--- src/rtl/mem_pkg.sv ---
// Shared definitions for the CPU-side memory responder: state encoding,
// default bus widths and the wait-state load helper.
package mem_pkg;

    localparam int ADDR_W_DEF = 8;
    localparam int DATA_W_DEF = 32;

    typedef enum logic [2:0] {
        ST_IDLE   = 3'd0,
        ST_WAIT   = 3'd1,
        ST_ACCESS = 3'd2,
        ST_READ   = 3'd3,
        ST_RESP   = 3'd4
    } state_t;

    // WAIT exits on the zero flag, so a W-cycle wait loads W-1.
    function automatic logic [3:0] wait_load(input int unsigned w);
        return (w == 0) ? 4'd0 : 4'(w - 1);
    endfunction

endpackage

--- src/rtl/wait_counter.sv ---
// 4-bit down-counter timing the wait states; loaded on request acceptance,
// decremented while counting, flags zero when the wait has elapsed.
module wait_counter (
    input  logic       clk,
    input  logic       rst_n,
    input  logic       load,
    input  logic [3:0] load_val,
    input  logic       count,
    output logic       zero
);

    logic [3:0] cnt;

    // NOTE: sequential state uses non-blocking assignments so every register
    // samples pre-edge values regardless of block ordering.
    always_ff @(posedge clk or negedge rst_n) begin
        if (!rst_n) begin
            cnt <= 4'd0;
        end else if (load) begin
            cnt <= load_val;
        end else if (count && cnt != 4'd0) begin
            cnt <= cnt - 4'd1;
        end
    end

    assign zero = (cnt == 4'd0);

endmodule

--- src/rtl/mem_responder.sv ---
// CPU request responder in front of a dual-port block RAM: writes go through
// port A, reads through port B, with a configurable number of wait states.
module mem_responder
    import mem_pkg::*;
#(
    parameter int ADDR_W      = ADDR_W_DEF,
    parameter int DATA_W      = DATA_W_DEF,
    parameter int WAIT_CYCLES = 1
) (
    input  logic              clk,
    input  logic              rst_n,
    input  logic              req,
    input  logic              we,
    input  logic [ADDR_W-1:0] addr,
    input  logic [DATA_W-1:0] wdata,
    output logic              ready,
    output logic [DATA_W-1:0] rdata,
    output logic              busy,
    output logic              ram_ena,
    output logic              ram_wea,
    output logic [ADDR_W-1:0] ram_addra,
    output logic [DATA_W-1:0] ram_dina,
    output logic              ram_enb,
    output logic [ADDR_W-1:0] ram_addrb,
    input  logic [DATA_W-1:0] ram_doutb
);

    state_t            state;
    state_t            state_nxt;
    logic              we_q;
    logic [ADDR_W-1:0] addr_q;
    logic [DATA_W-1:0] wdata_q;
    logic              accept;
    logic              acc_we;
    logic              cnt_zero;

    assign accept = (state == ST_IDLE) && req;
    // Direction for the upcoming ACCESS: the latch is not yet loaded when
    // ACCESS follows acceptance directly.
    assign acc_we = accept ? we : we_q;

    wait_counter u_wait (
        .clk      (clk),
        .rst_n    (rst_n),
        .load     (accept),
        .load_val (wait_load(WAIT_CYCLES)),
        .count    (state == ST_WAIT),
        .zero     (cnt_zero)
    );

    always_comb begin
        state_nxt = state;
        case (state)
            ST_IDLE:   if (req) state_nxt = (WAIT_CYCLES == 0) ? ST_ACCESS : ST_WAIT;
            ST_WAIT:   if (cnt_zero) state_nxt = ST_ACCESS;
            ST_ACCESS: state_nxt = we_q ? ST_RESP : ST_READ;
            ST_READ:   state_nxt = ST_RESP;
            ST_RESP:   state_nxt = ST_IDLE;
            default:   state_nxt = ST_IDLE;
        endcase
    end

    // NOTE: Moore outputs are registered from the next state so they line up
    // with the state register; the async reset clears them with no clock edge.
    always_ff @(posedge clk or negedge rst_n) begin
        if (!rst_n) begin
            state   <= ST_IDLE;
            we_q    <= 1'b0;
            addr_q  <= '0;
            wdata_q <= '0;
            rdata   <= '0;
            ready   <= 1'b0;
            busy    <= 1'b0;
            ram_ena <= 1'b0;
            ram_wea <= 1'b0;
            ram_enb <= 1'b0;
        end else begin
            state <= state_nxt;
            if (accept) begin
                we_q    <= we;
                addr_q  <= addr;
                wdata_q <= wdata;
            end
            if (state == ST_READ) begin
                rdata <= ram_doutb;
            end
            ready   <= (state_nxt == ST_RESP);
            busy    <= (state_nxt != ST_IDLE);
            ram_ena <= (state_nxt == ST_ACCESS) && acc_we;
            ram_wea <= (state_nxt == ST_ACCESS) && acc_we;
            ram_enb <= (state_nxt == ST_ACCESS) && !acc_we;
        end
    end

    assign ram_addra = addr_q;
    assign ram_addrb = addr_q;
    assign ram_dina  = wdata_q;

endmodule

--- config.mk ---
export PLATFORM = sky130hd
export DESIGN_NAME = mem_responder
export DESIGN_NICKNAME = d
export VERILOG_FILES = /design/src/rtl/mem_pkg.sv /design/src/rtl/wait_counter.sv /design/src/rtl/mem_responder.sv
export SDC_FILE = /design/constraint.sdc
export NUM_CORES = 1
export LEC_CHECK = 0
export ABC_AREA = 1
export BUFFER_PORTS_ARGS = -buffer_cell sky130_fd_sc_hd__buf_2
export CORE_UTILIZATION = 50
export CTS_CLUSTER_DIAMETER = 120
export DETAILED_ROUTE_END_ITERATION = 12
export GPL_TIMING_DRIVEN = 0
export MAX_ROUTING_LAYER = met4
export PLACE_DENSITY = 0.91
export SKIP_CTS_REPAIR_TIMING = 1
export SLEW_MARGIN = 10
export SYNTH_ARGS = -nofsm -noshare
export SYNTH_HDL_FRONTEND = slang
export SYNTH_SLANG_ARGS = --single-unit
--- constraint.sdc ---
create_clock -name clk -period 1.7 [get_ports clk]
set_input_delay 0.34 -clock clk [delete_from_list [all_inputs] [get_ports clk]]
set_output_delay 0.34 -clock clk [all_outputs]
set_load 0.05 [all_outputs]
Word-level counts from Yosys, hierarchy flattened
Cells that the tools add are included.
{ "classes": {"n_lt_le_gt_ge": 0, "shifts": 0, "div": 0, "n_addsub": 1, "reduce_logical": 10, "n_mux": 7, "mul": 0, "eq_ne": 5, "bitwise": 0} }
{ "op_table": {"columns": ["operator", "n"], "rows": [
  ["3-bit case mux with 4 select lines", 1],
  ["3-bit by 2-bit == test with 1-bit output, second input constant", 3],
  ["3-bit two-way mux", 3],
  ["4-bit two-way mux", 2],
  ["1-bit logical AND", 4],
  ["4-bit logical NOT", 1],
  ["4-bit nonzero test", 1],
  ["4-bit by 1-bit subtractor with 4-bit output, second input constant", 1],
  ["3-bit by 1-bit == test with 1-bit output, second input constant", 1],
  ["3-bit == test, second input constant", 1],
  ["3-bit logical NOT", 1],
  ["3-bit nonzero test", 1],
  ["2-bit nonzero test", 1],
  ["1-bit logical NOT", 1],
  ["1-bit two-way mux", 1]
]} }
{ "word_totals": {"mem_count": 0, "ramBits": 0, "ff_bits": 84, "wordCells": 33, "output_inout_bits": 85, "rom_bits": 0, "latch_bits": 0} }

Logic depth before layout (Yosys ltp)
Gate-level depths: netlist of run 1.
{ "depth": {"depth_word": 5, "depth_mapped": 7, "mapped_depth_nobuf": 7} }

Modules after synthesis
Synthesis of run 1 repeated with hierarchy kept, for this count alone.
{ "hier_totals": {"cells_unflattened": 399, "area_unflattened_um2": 3473.3} }
{ "modules_own_cells": {"columns": ["mod", "instances", "cells_each", "area_per_inst_um2"], "rows": [
  ["mem_responder", 1, 353, 3178.0],
  ["wait_counter", 1, 46, 295.3]
]} }

Least setup slack after synthesis of run 1
Ideal clock, no wire load.
{ "synth_path": {"path_kind": "reg2out", "start": "register addr_q[0] (netlist: ram_addra[0])", "end": "output ram_addrb[0]", "stages_incl_launch_ff": 2, "arrival_ns": 0.904, "t_required_ns": 1.360, "path_slack_ns": 0.456, "cell_sequence": "dfrtp_1 buf_4"} }
{ "synth_rtl": {"columns": ["element", "line", "rtl"], "rows": [
  ["start: declaration", "mem_responder.sv:31", "logic [ADDR_W-1:0] addr_q;"],
  ["start signal: assignment", "mem_responder.sv:81", "addr_q <= addr;"],
  ["end: declaration", "mem_responder.sv:24", "output logic [ADDR_W-1:0] ram_addrb,"]
]} }
No word-level cell between the ends.

Final worst setup path of run 1
{ "layout_path": {"start": "register addr_q[0] (netlist: ram_addra[0])", "end": "output ram_addrb[0]"} }
No word-level cell between the ends.

==> out/qor.txt, run 1 <==
core area = 6420 sq um
Die Ht = 84.1 microns
clk sinks = 84
RSZ-0062 raised after global routing = no
Rows = 29
global-route wire length before repair = 12900 microns
effective utilization at floorplan = 52.5%
Max Fanout on Critical Path = 3
via count = 2993
DP Area = 4300 sq um
GPL Wtd Cong = 0.749
# setup viols final = 0
share of layout cells above drive strength 1 = 36.0%
DR iter-0 viols = 160
H-tree depth = 3
fillcell total = 484
TritonCTS clock tree = yes
largest family of logic cells by synthesized area = simple AND/OR/NAND/NOR gates
fmax = 700 MHz
Clock Skew = 0.00970 ns
Vias per Instance = 4.69
Avg WL per Cell = 11.9 microns
setup ws final = 0.271 ns
Cell variety after synth = 17
largest net degree at the start of global routing = 50
synthesized area = 3370 sq um
Arr. time, crit path = 1.09 ns
CTS Buf Count = 9
Multi-input gate area = 952 sq um
WS Path Type = flip-flop to output pin
Post-Syn Nets = 460
fin crit share = 84.1%
Synth Register Bits = 84
Synth Instances = 383
violated checks = design-rule violations
Max Slew Vio Count = 0
initial antenna violation count = 0
total global-route track usage = 23.9%
clock root buffer = clkbuf_8
critical path endpoint category = output pin
die width = 84.1 microns
grt ovf = 0
WL final = 7610 microns
clock slew at reported path FFs = 0.09 ns
Reg area = 2100 sq um
Bufs on Longest Clock Path = 2
Synth Area per Inst = 8.81 sq um
cell count of the worst reg-to-reg path = 7
Placement Setup Slack = 0.391 ns
antenna-violating nets left = 0
Compound-Gate Fraction of Synth Area = 5.04%
DP HPWL = 5700 microns
Yosys Warn Count = 0
I/O pin total = 161
crit path time final = 1.43 ns
slew margin rel. = 69.5%
post-synthesis mux area share = 0%
IO buf count = 160
Nets = 633
sequential fraction of the synthesis area = 62.3%
Max-Cap Viols = 0
Residual DRC = 31
post-synthesis simple-gate area fraction = 22.6%
Detailed Routing Iterations Pass 1 = 10
outcome = finished with violations
Hold Violations, Final = 0
P&R area growth vs syn = 34.0%
die area = 7080 sq um
commonest non-fill, non-tap cell in the layout = nand2_1
antenna fix cells = 0
worst skew pair latency = 0.35 ns
worst path required time = 1.36 ns
design area = 4520 sq um
crit path launch type = flip-flop
most frequent cells in the layout = nand2_1 (170), buf_2 (168), dfrtp_1 (84), inv_1 (42), o21ai_0 (31)
worst slew pin tran = 0.457 ns
Hold Path Cell Cnt = 3
Layout Utilization = 70.4%
Post-Synth Adder-Cell Area = 0.371%
vias in the first global route = 2922
post-synthesis xor/xnor area fraction = 0.260%
Hold Path Class = primary input to flip-flop
Total Negative Setup Slacks = 0 ns
## per-layer routing
metal / GRT usage (%) / vias up / part of all wire (%)
met5: - / - / 0
met3: 4.62 / 9 / 7.5
met4: 8.46 / 0 / 1.3
met2: 40.3 / 135 / 49
li1: - / 1484 / -
met1: 28.8 / 1365 / 42
## path summary, 6_finish.rpt
| kind | startpoint | end | slack, ns |
|---|---|---|---|
| max | ram_addra[0] | ram_addrb[0] | 0.27 |
| min | wdata[16] | ram_dina[16] | 0.18 |
| max reg2reg | u_wait.cnt[0] | busy | 0.39 |
| min reg2reg | ram_dina[23] | ram_dina[23] | 0.47 |
| max in group asynchronous | rst_n | rdata[2] | 0.61 |
| min in group asynchronous | rst_n | ram_dina[20] | 0.51 |
## layout make-up
type                       count  share of cell area [%]
buffer                        24                    3.41
clock buffer                  10                    3.05
clock inverter                 6                    1.58
inverter                      44                    3.65
multi-input combinational    231                    21.1
sequential                    84                    46.5
tap                           77                    2.13
timing repair buffer         162                    18.6
## per-stage QoR
step	hold slack (ns)	cells
after floorplan	0.0444	383
after global placement	0.449	620
after detailed placement	0.329	621
after CTS	-0.0596	637
after global routing	0.174	638
final	0.183	638
## registers in the layout, indices dropped and copies added (netlist names)
register	count
ram_dina	32
rdata	32
ram_addra	8
u_wait.cnt	4
state	3
busy	1
ram_enb	1
ram_wea	1
ready	1
we_q	1
## synthesized netlist by cell type
master,instances,area share [%]
a21oi_1,1,0.15
buf_4,10,2.2
xor2_1,1,0.26
nor2_4,1,0.33
o21ai_1,2,0.30
buf_2,9,1.3
o21ai_0,31,4.6
inv_2,2,0.22
ha_1,1,0.37
buf_6,2,0.67
inv_1,42,4.7
nand3_2,1,0.30
nor2_1,11,1.2
nand3_1,12,1.8
dfrtp_1,84,62
nand2_1,170,19
clkbuf_1,3,0.33
## worst max-delay path: stages (launching register included)
cell and delay [ns]:
dfrtp_1 0.39, buf_4 0.12, buf_2 0.25
## kinds of logic after synthesis
kind of cell | count (synthesis)
buffers and inverters | 68
flip-flops | 84
AO/OA/AOI/OAI | 34
AND/OR/NAND/NOR | 195
adder cells (fa/ha/maj) | 1
XOR/XNOR | 1
Power of run 1 is left out: the tool's default activity adds up to more than one toggle a clock period on the data nets, which glitch-free logic cannot reach.
==> run 2: changes to the inputs <==
--- a/config.mk
+++ b/config.mk
@@ -7,12 +7,12 @@
 export LEC_CHECK = 0
 export ABC_AREA = 1
 export BUFFER_PORTS_ARGS = -buffer_cell sky130_fd_sc_hd__buf_2
-export CORE_UTILIZATION = 50
+export CORE_UTILIZATION = 42
 export CTS_CLUSTER_DIAMETER = 120
 export DETAILED_ROUTE_END_ITERATION = 12
 export GPL_TIMING_DRIVEN = 0
 export MAX_ROUTING_LAYER = met4
-export PLACE_DENSITY = 0.91
+export PLACE_DENSITY = 0.83
 export SKIP_CTS_REPAIR_TIMING = 1
 export SLEW_MARGIN = 10
 export SYNTH_ARGS = -nofsm -noshare
==> constraint.sdc (replaced) <==
create_clock -name clk -period 1.2 [get_ports clk]
set_input_delay 0.24 -clock clk [delete_from_list [all_inputs] [get_ports clk]]
set_output_delay 0.24 -clock clk [all_outputs]
set_load 0.05 [all_outputs]
==> out/qor.txt, run 2 (synthesis gave the netlist of run 1 again) <==
TritonCTS clock tree = yes
Avg WL per Cell = 15.9 microns
worst path required time = 1.47 ns
Layout Utilization = 72.3%
CTS Buf Count = 9
P&R area growth vs syn = 66.4%
antenna fix cells = 0
GPL Wtd Cong = 0.783
I/O pin total = 161
Reg area = 2100 sq um
violated checks = negative setup slack
commonest non-fill, non-tap cell in the layout = nand2_1
H-tree depth = 3
Placement Setup Slack = -0.153 ns
Arr. time, crit path = 1.69 ns
grt ovf = 0
leakage power = 3.14 nW
Max Slew Vio Count = 0
initial antenna violation count = 0
largest net degree at the start of global routing = 47
setup ws final = -0.220 ns
CP Buf/Inv Count = 3
critical path endpoint category = flip-flop
CP max-delay cell = dfrtp_2
antenna-violating nets left = 0
Detailed Routing Iterations Pass 1 = 4
cells along the critical path = inv_2, buf_4, nand3_2, nor2_2, inv_1, a21oi_1
Die Ht = 91.6 microns
Max Fanout on Critical Path = 6
vias in the first global route = 2945
Hold Violations, Final = 0
via count = 3354
# setup viols final = 98
DR iter-0 viols = 182
PwrDens = 3490 nW/um^2
fmax = 704 MHz
crit path launch type = flip-flop
fillcell total = 485
DP HPWL = 5650 microns
Nets = 657
Vias per Instance = 4.88
Largest stage delay, worst path = 0.50 ns
global-route wire length before repair = 12900 microns
clock slew at reported path FFs = 0.12 ns
clock root buffer = clkbuf_8
Clock Skew = 0.0289 ns
fin crit share = 118%
RSZ-0062 raised after global routing = yes
Bufs on Longest Clock Path = 2
hold slack = 0.0684 ns
Max-Cap Viols = 0
die width = 91.6 microns
Multi-input gate area = 1190 sq um
Hold Path Class = primary input to flip-flop
die area = 8390 sq um
IO buf count = 160
worst skew pair latency = 0.38 ns
peak supply drop = 1.71 mV
crit path time final = 1.42 ns
Rows = 32
overall power = 19.6 mW
most frequent cells in the layout = nand2_1 (122), buf_6 (82), dfrtp_1 (82), buf_2 (78), inv_1 (39)
slew margin rel. = 60.6%
WS Path Type = flip-flop to flip-flop
core area = 7770 sq um
WL final = 10900 microns
CP top delay family = flip-flops
worst slew pin tran = 0.591 ns
outcome = finished with violations
effective utilization at floorplan = 43.4%
share of layout cells above drive strength 1 = 50.1%
total global-route track usage = 20.0%
Residual DRC = 0
clk sinks = 84
## run 2: metrics by stage
stage / instances / area [sq um] / setup TNS, ns
after global placement: 645 / 4300 / -59.72
after CTS: 662 / 4520 / -9.67
after global routing: 687 / 5610 / -11.20
after detailed placement: 646 / 4320 / -3.52
after floorplan: 383 / 3370 / 0
final: 687 / 5610 / -5.85
## run 2: path summary, 6_finish.rpt
kind                                    from           end  slack (ns)  cells after the start
worst min register to register  ram_dina[29]  ram_dina[29]        0.49                      2
max in group asynchronous              rst_n     rdata[31]        0.13                      3
worst max register to register      state[1]       ram_wea       -0.22                      6
worst min-delay path               wdata[19]  ram_dina[19]        0.07                      3
worst max-delay path                state[1]       ram_wea       -0.22                      6
min in group asynchronous              rst_n  ram_dina[26]        0.42                      2
## run 2: tightest hold or removal path, delay by kind of cell
family / cells / cell delay, ns
simple gates: 2 / 0.09
buf+inv: 1 / 0.08
## run 2: layout make-up
type | instances | area share, %
buffer | 24 | 4.79
sequential | 84 | 37.5
clock inverter | 7 | 1.20
tap | 102 | 2.27
inverter | 44 | 2.99
clock buffer | 9 | 2.21
timing repair buffer | 186 | 27.8
multi-input combinational | 231 | 21.2
## run 2: power by group
| part | switching (mW) | total (mW) | internal [mW] |
|---|---|---|---|
| Clock | 1.19 | 2.00 | 0.809 |
| Sequential | 1.11 | 5.25 | 4.14 |
| Combinational | 7.84 | 12.3 | 4.47 |
## run 2: per-layer routing
layer | up-vias | GRT usage [%] | part of all wire [%]
li1 | 1539 | - | -
met1 | 1579 | 24.3 | 38
met2 | 204 | 33.5 | 52
met3 | 32 | 3.48 | 7.0
met4 | 0 | 7.54 | 3.0
met5 | - | - | 0
Note: power is estimated with default switching activity, not from simulation.
==> run 3: changes to the inputs <==
--- a/config.mk
+++ b/config.mk
@@ -7,12 +7,13 @@
 export LEC_CHECK = 0
 export ABC_AREA = 1
 export BUFFER_PORTS_ARGS = -buffer_cell sky130_fd_sc_hd__buf_2
-export CORE_UTILIZATION = 42
+export CORE_UTILIZATION = 43
+export CTS_BUF_LIST = sky130_fd_sc_hd__clkbuf_2 sky130_fd_sc_hd__clkbuf_4 sky130_fd_sc_hd__clkbuf_8
 export CTS_CLUSTER_DIAMETER = 120
 export DETAILED_ROUTE_END_ITERATION = 12
 export GPL_TIMING_DRIVEN = 0
 export MAX_ROUTING_LAYER = met4
-export PLACE_DENSITY = 0.83
+export PLACE_DENSITY = 0.84
 export SKIP_CTS_REPAIR_TIMING = 1
 export SLEW_MARGIN = 10
 export SYNTH_ARGS = -nofsm -noshare
==> out/qor.txt, run 3 (synthesis gave the netlist of run 1 again) <==
worst path required time = 1.42 ns
Hold Violations, Final = 0
Internal = 8.93 mW
Max-Cap Viols = 0
GPL Wtd Cong = 0.787
worst slew pin tran = 0.411 ns
vias in the first global route = 3070
critical path endpoint category = flip-flop
fmax = 697 MHz
share of layout cells above drive strength 1 = 41.1%
fin cells = 678
die width = 90.6 microns
commonest non-fill, non-tap cell in the layout = nand2_1
hold wc startpoint = wdata[23]
switching share of power = 51.9%
slew margin rel. = 72.6%
leakage power = 3.01 nW
IO buf count = 160
WS Path Type = flip-flop to flip-flop
clock root buffer = clkbuf_8
Hold Path Class = primary input to flip-flop
CTS Buf Count = 9
Avg WL per Cell = 15.3 microns
Hold Path End = ram_dina[23]
Die Ht = 90.6 microns
core area = 7410 sq um
effective utilization at floorplan = 45.5%
CP max-delay cell = dfrtp_1
I/O pin total = 161
Max Slew Vio Count = 0
H-tree depth = 3
Combinational Power Share = 61.6%
most frequent CP cell = nand2_1
clock slew at reported path FFs = 0.10 ns
outcome = finished with violations
most frequent cells in the layout = nand2_1 (167), dfrtp_1 (82), buf_2 (79), buf_6 (74), inv_1 (39)
cell count of the worst reg-to-reg path = 7
setup ws final = -0.235 ns
Detailed Routing Iterations Pass 1 = 4
RSZ-0062 raised after global routing = yes
clk sinks = 84
DR iter-0 viols = 131
TritonCTS clock tree = yes
Max Fanout on Critical Path = 5
Worst R2R Start = state[2]
Largest stage delay, worst path = 0.42 ns
# setup viols final = 71
worst skew pair latency = 0.36 ns
P&R area growth vs syn = 57.3%
crit path time final = 1.43 ns
Arr. time, crit path = 1.66 ns
Placed Instances = 643
cells along the critical path = inv_2, buf_4, nand2_1, nor2_1, nand2_2, nand3_1, nand2_1
Vias per Instance = 4.94
peak supply drop = 2.13 mV
Rows = 31
total global-route track usage = 20.3%
largest net degree at the start of global routing = 55
overall power = 18.6 mW
DP HPWL = 5810 microns
NetSw = 9.62 mW
via count = 3351
WL final = 10400 microns
fin crit share = 120%
Layout Utilization = 71.6%
grt ovf = 0
Bufs on Longest Clock Path = 2
Nets = 651
global-route wire length before repair = 13100 microns
violated checks = negative setup slack
clock share of power = 10.4%
Reg power frac = 28.0%
R2R setup slack = -0.23 ns
Placement Setup Slack = -0.0973 ns
Clock Skew = 0.0150 ns
Residual DRC = 0
Hold Path Cell Cnt = 3
die area = 8200 sq um
antenna fix cells = 0
initial antenna violation count = 0
antenna-violating nets left = 0
reg2reg end = u_wait.cnt[2]
crit path launch type = flip-flop
PwrDens = 3500 nW/um^2
## run 3: changes by cell type in the layout (fill, tap and decap cells not counted), sizes merged
| cell | before | now |
|---|---|---|
| clkinvlp | 3 | 2 |
| inv | 48 | 49 |
| buf | 206 | 202 |
| clkbuf | 12 | 10 |
## run 3: power groups by stage
stage	clock network (mW)	registers, mW	logic, mW
3_3_place_gp	0	4.82	8.83
2_1_floorplan	0	9.18	2.51
4_1_cts	1.95	4.84	9.00
5_1_grt	2.07	5.33	12.0
3_5_place_dp	0	4.87	9.02
6_report	1.93	5.20	11.4
## run 3: metal layers
| metal | share of wire [%] | GRT usage, % | routed length, microns |
|---|---|---|---|
| met2 | 51 | 35.5 | 5320 |
| met3 | 7.6 | 3.87 | 792 |
| met1 | 38 | 22.8 | 3900 |
| met4 | 3.7 | 8.06 | 380 |
| met5 | 0 | - | 0 |
## run 3: final cells by class
cell class / instances / area [sq um]
flip-flops and latches: 84 / 2100
fillers: 474 / 2100
repair buffers: 180 / 1460
multi-input cells: 231 / 1020
plain buffers: 24 / 254
inverters: 44 / 165
clock buffers: 9 / 124
well taps: 99 / 124
clock inverters: 7 / 63.8
## run 3: worst max path at each step
stage | from | slack (ns) | to
4_1_cts | ram_addra[6] | -0.14 | ram_addrb[6]
2_1_floorplan | u_wait.cnt[0] | 0.05 | busy
3_5_place_dp | u_wait.cnt[0] | -0.1 | busy
5_1_grt | state[2] | -0.26 | u_wait.cnt[2]
6_report | state[2] | -0.23 | u_wait.cnt[2]
3_3_place_gp | rst_n | -0.70 | rdata[0]
## run 3: through the flow
step	setup TNS, ns	hold WS [ns]	instance area, sq um
after floorplan	0	-0.0556	3370
after global placement	-58.06	0.442	4300
after detailed placement	-1.94	0.196	4330
after CTS	-6.62	-0.195	4520
after global routing	-10.53	0.0783	5310
final	-5.02	0.0854	5310
## run 3: critical path, delay by kind of cell, from the launching register on
| kind | cells | cell delay (ns) |
|---|---|---|
| AND/OR/NAND/NOR | 5 | 0.61 |
| flip-flops | 1 | 0.42 |
| buffers and inverters | 2 | 0.26 |
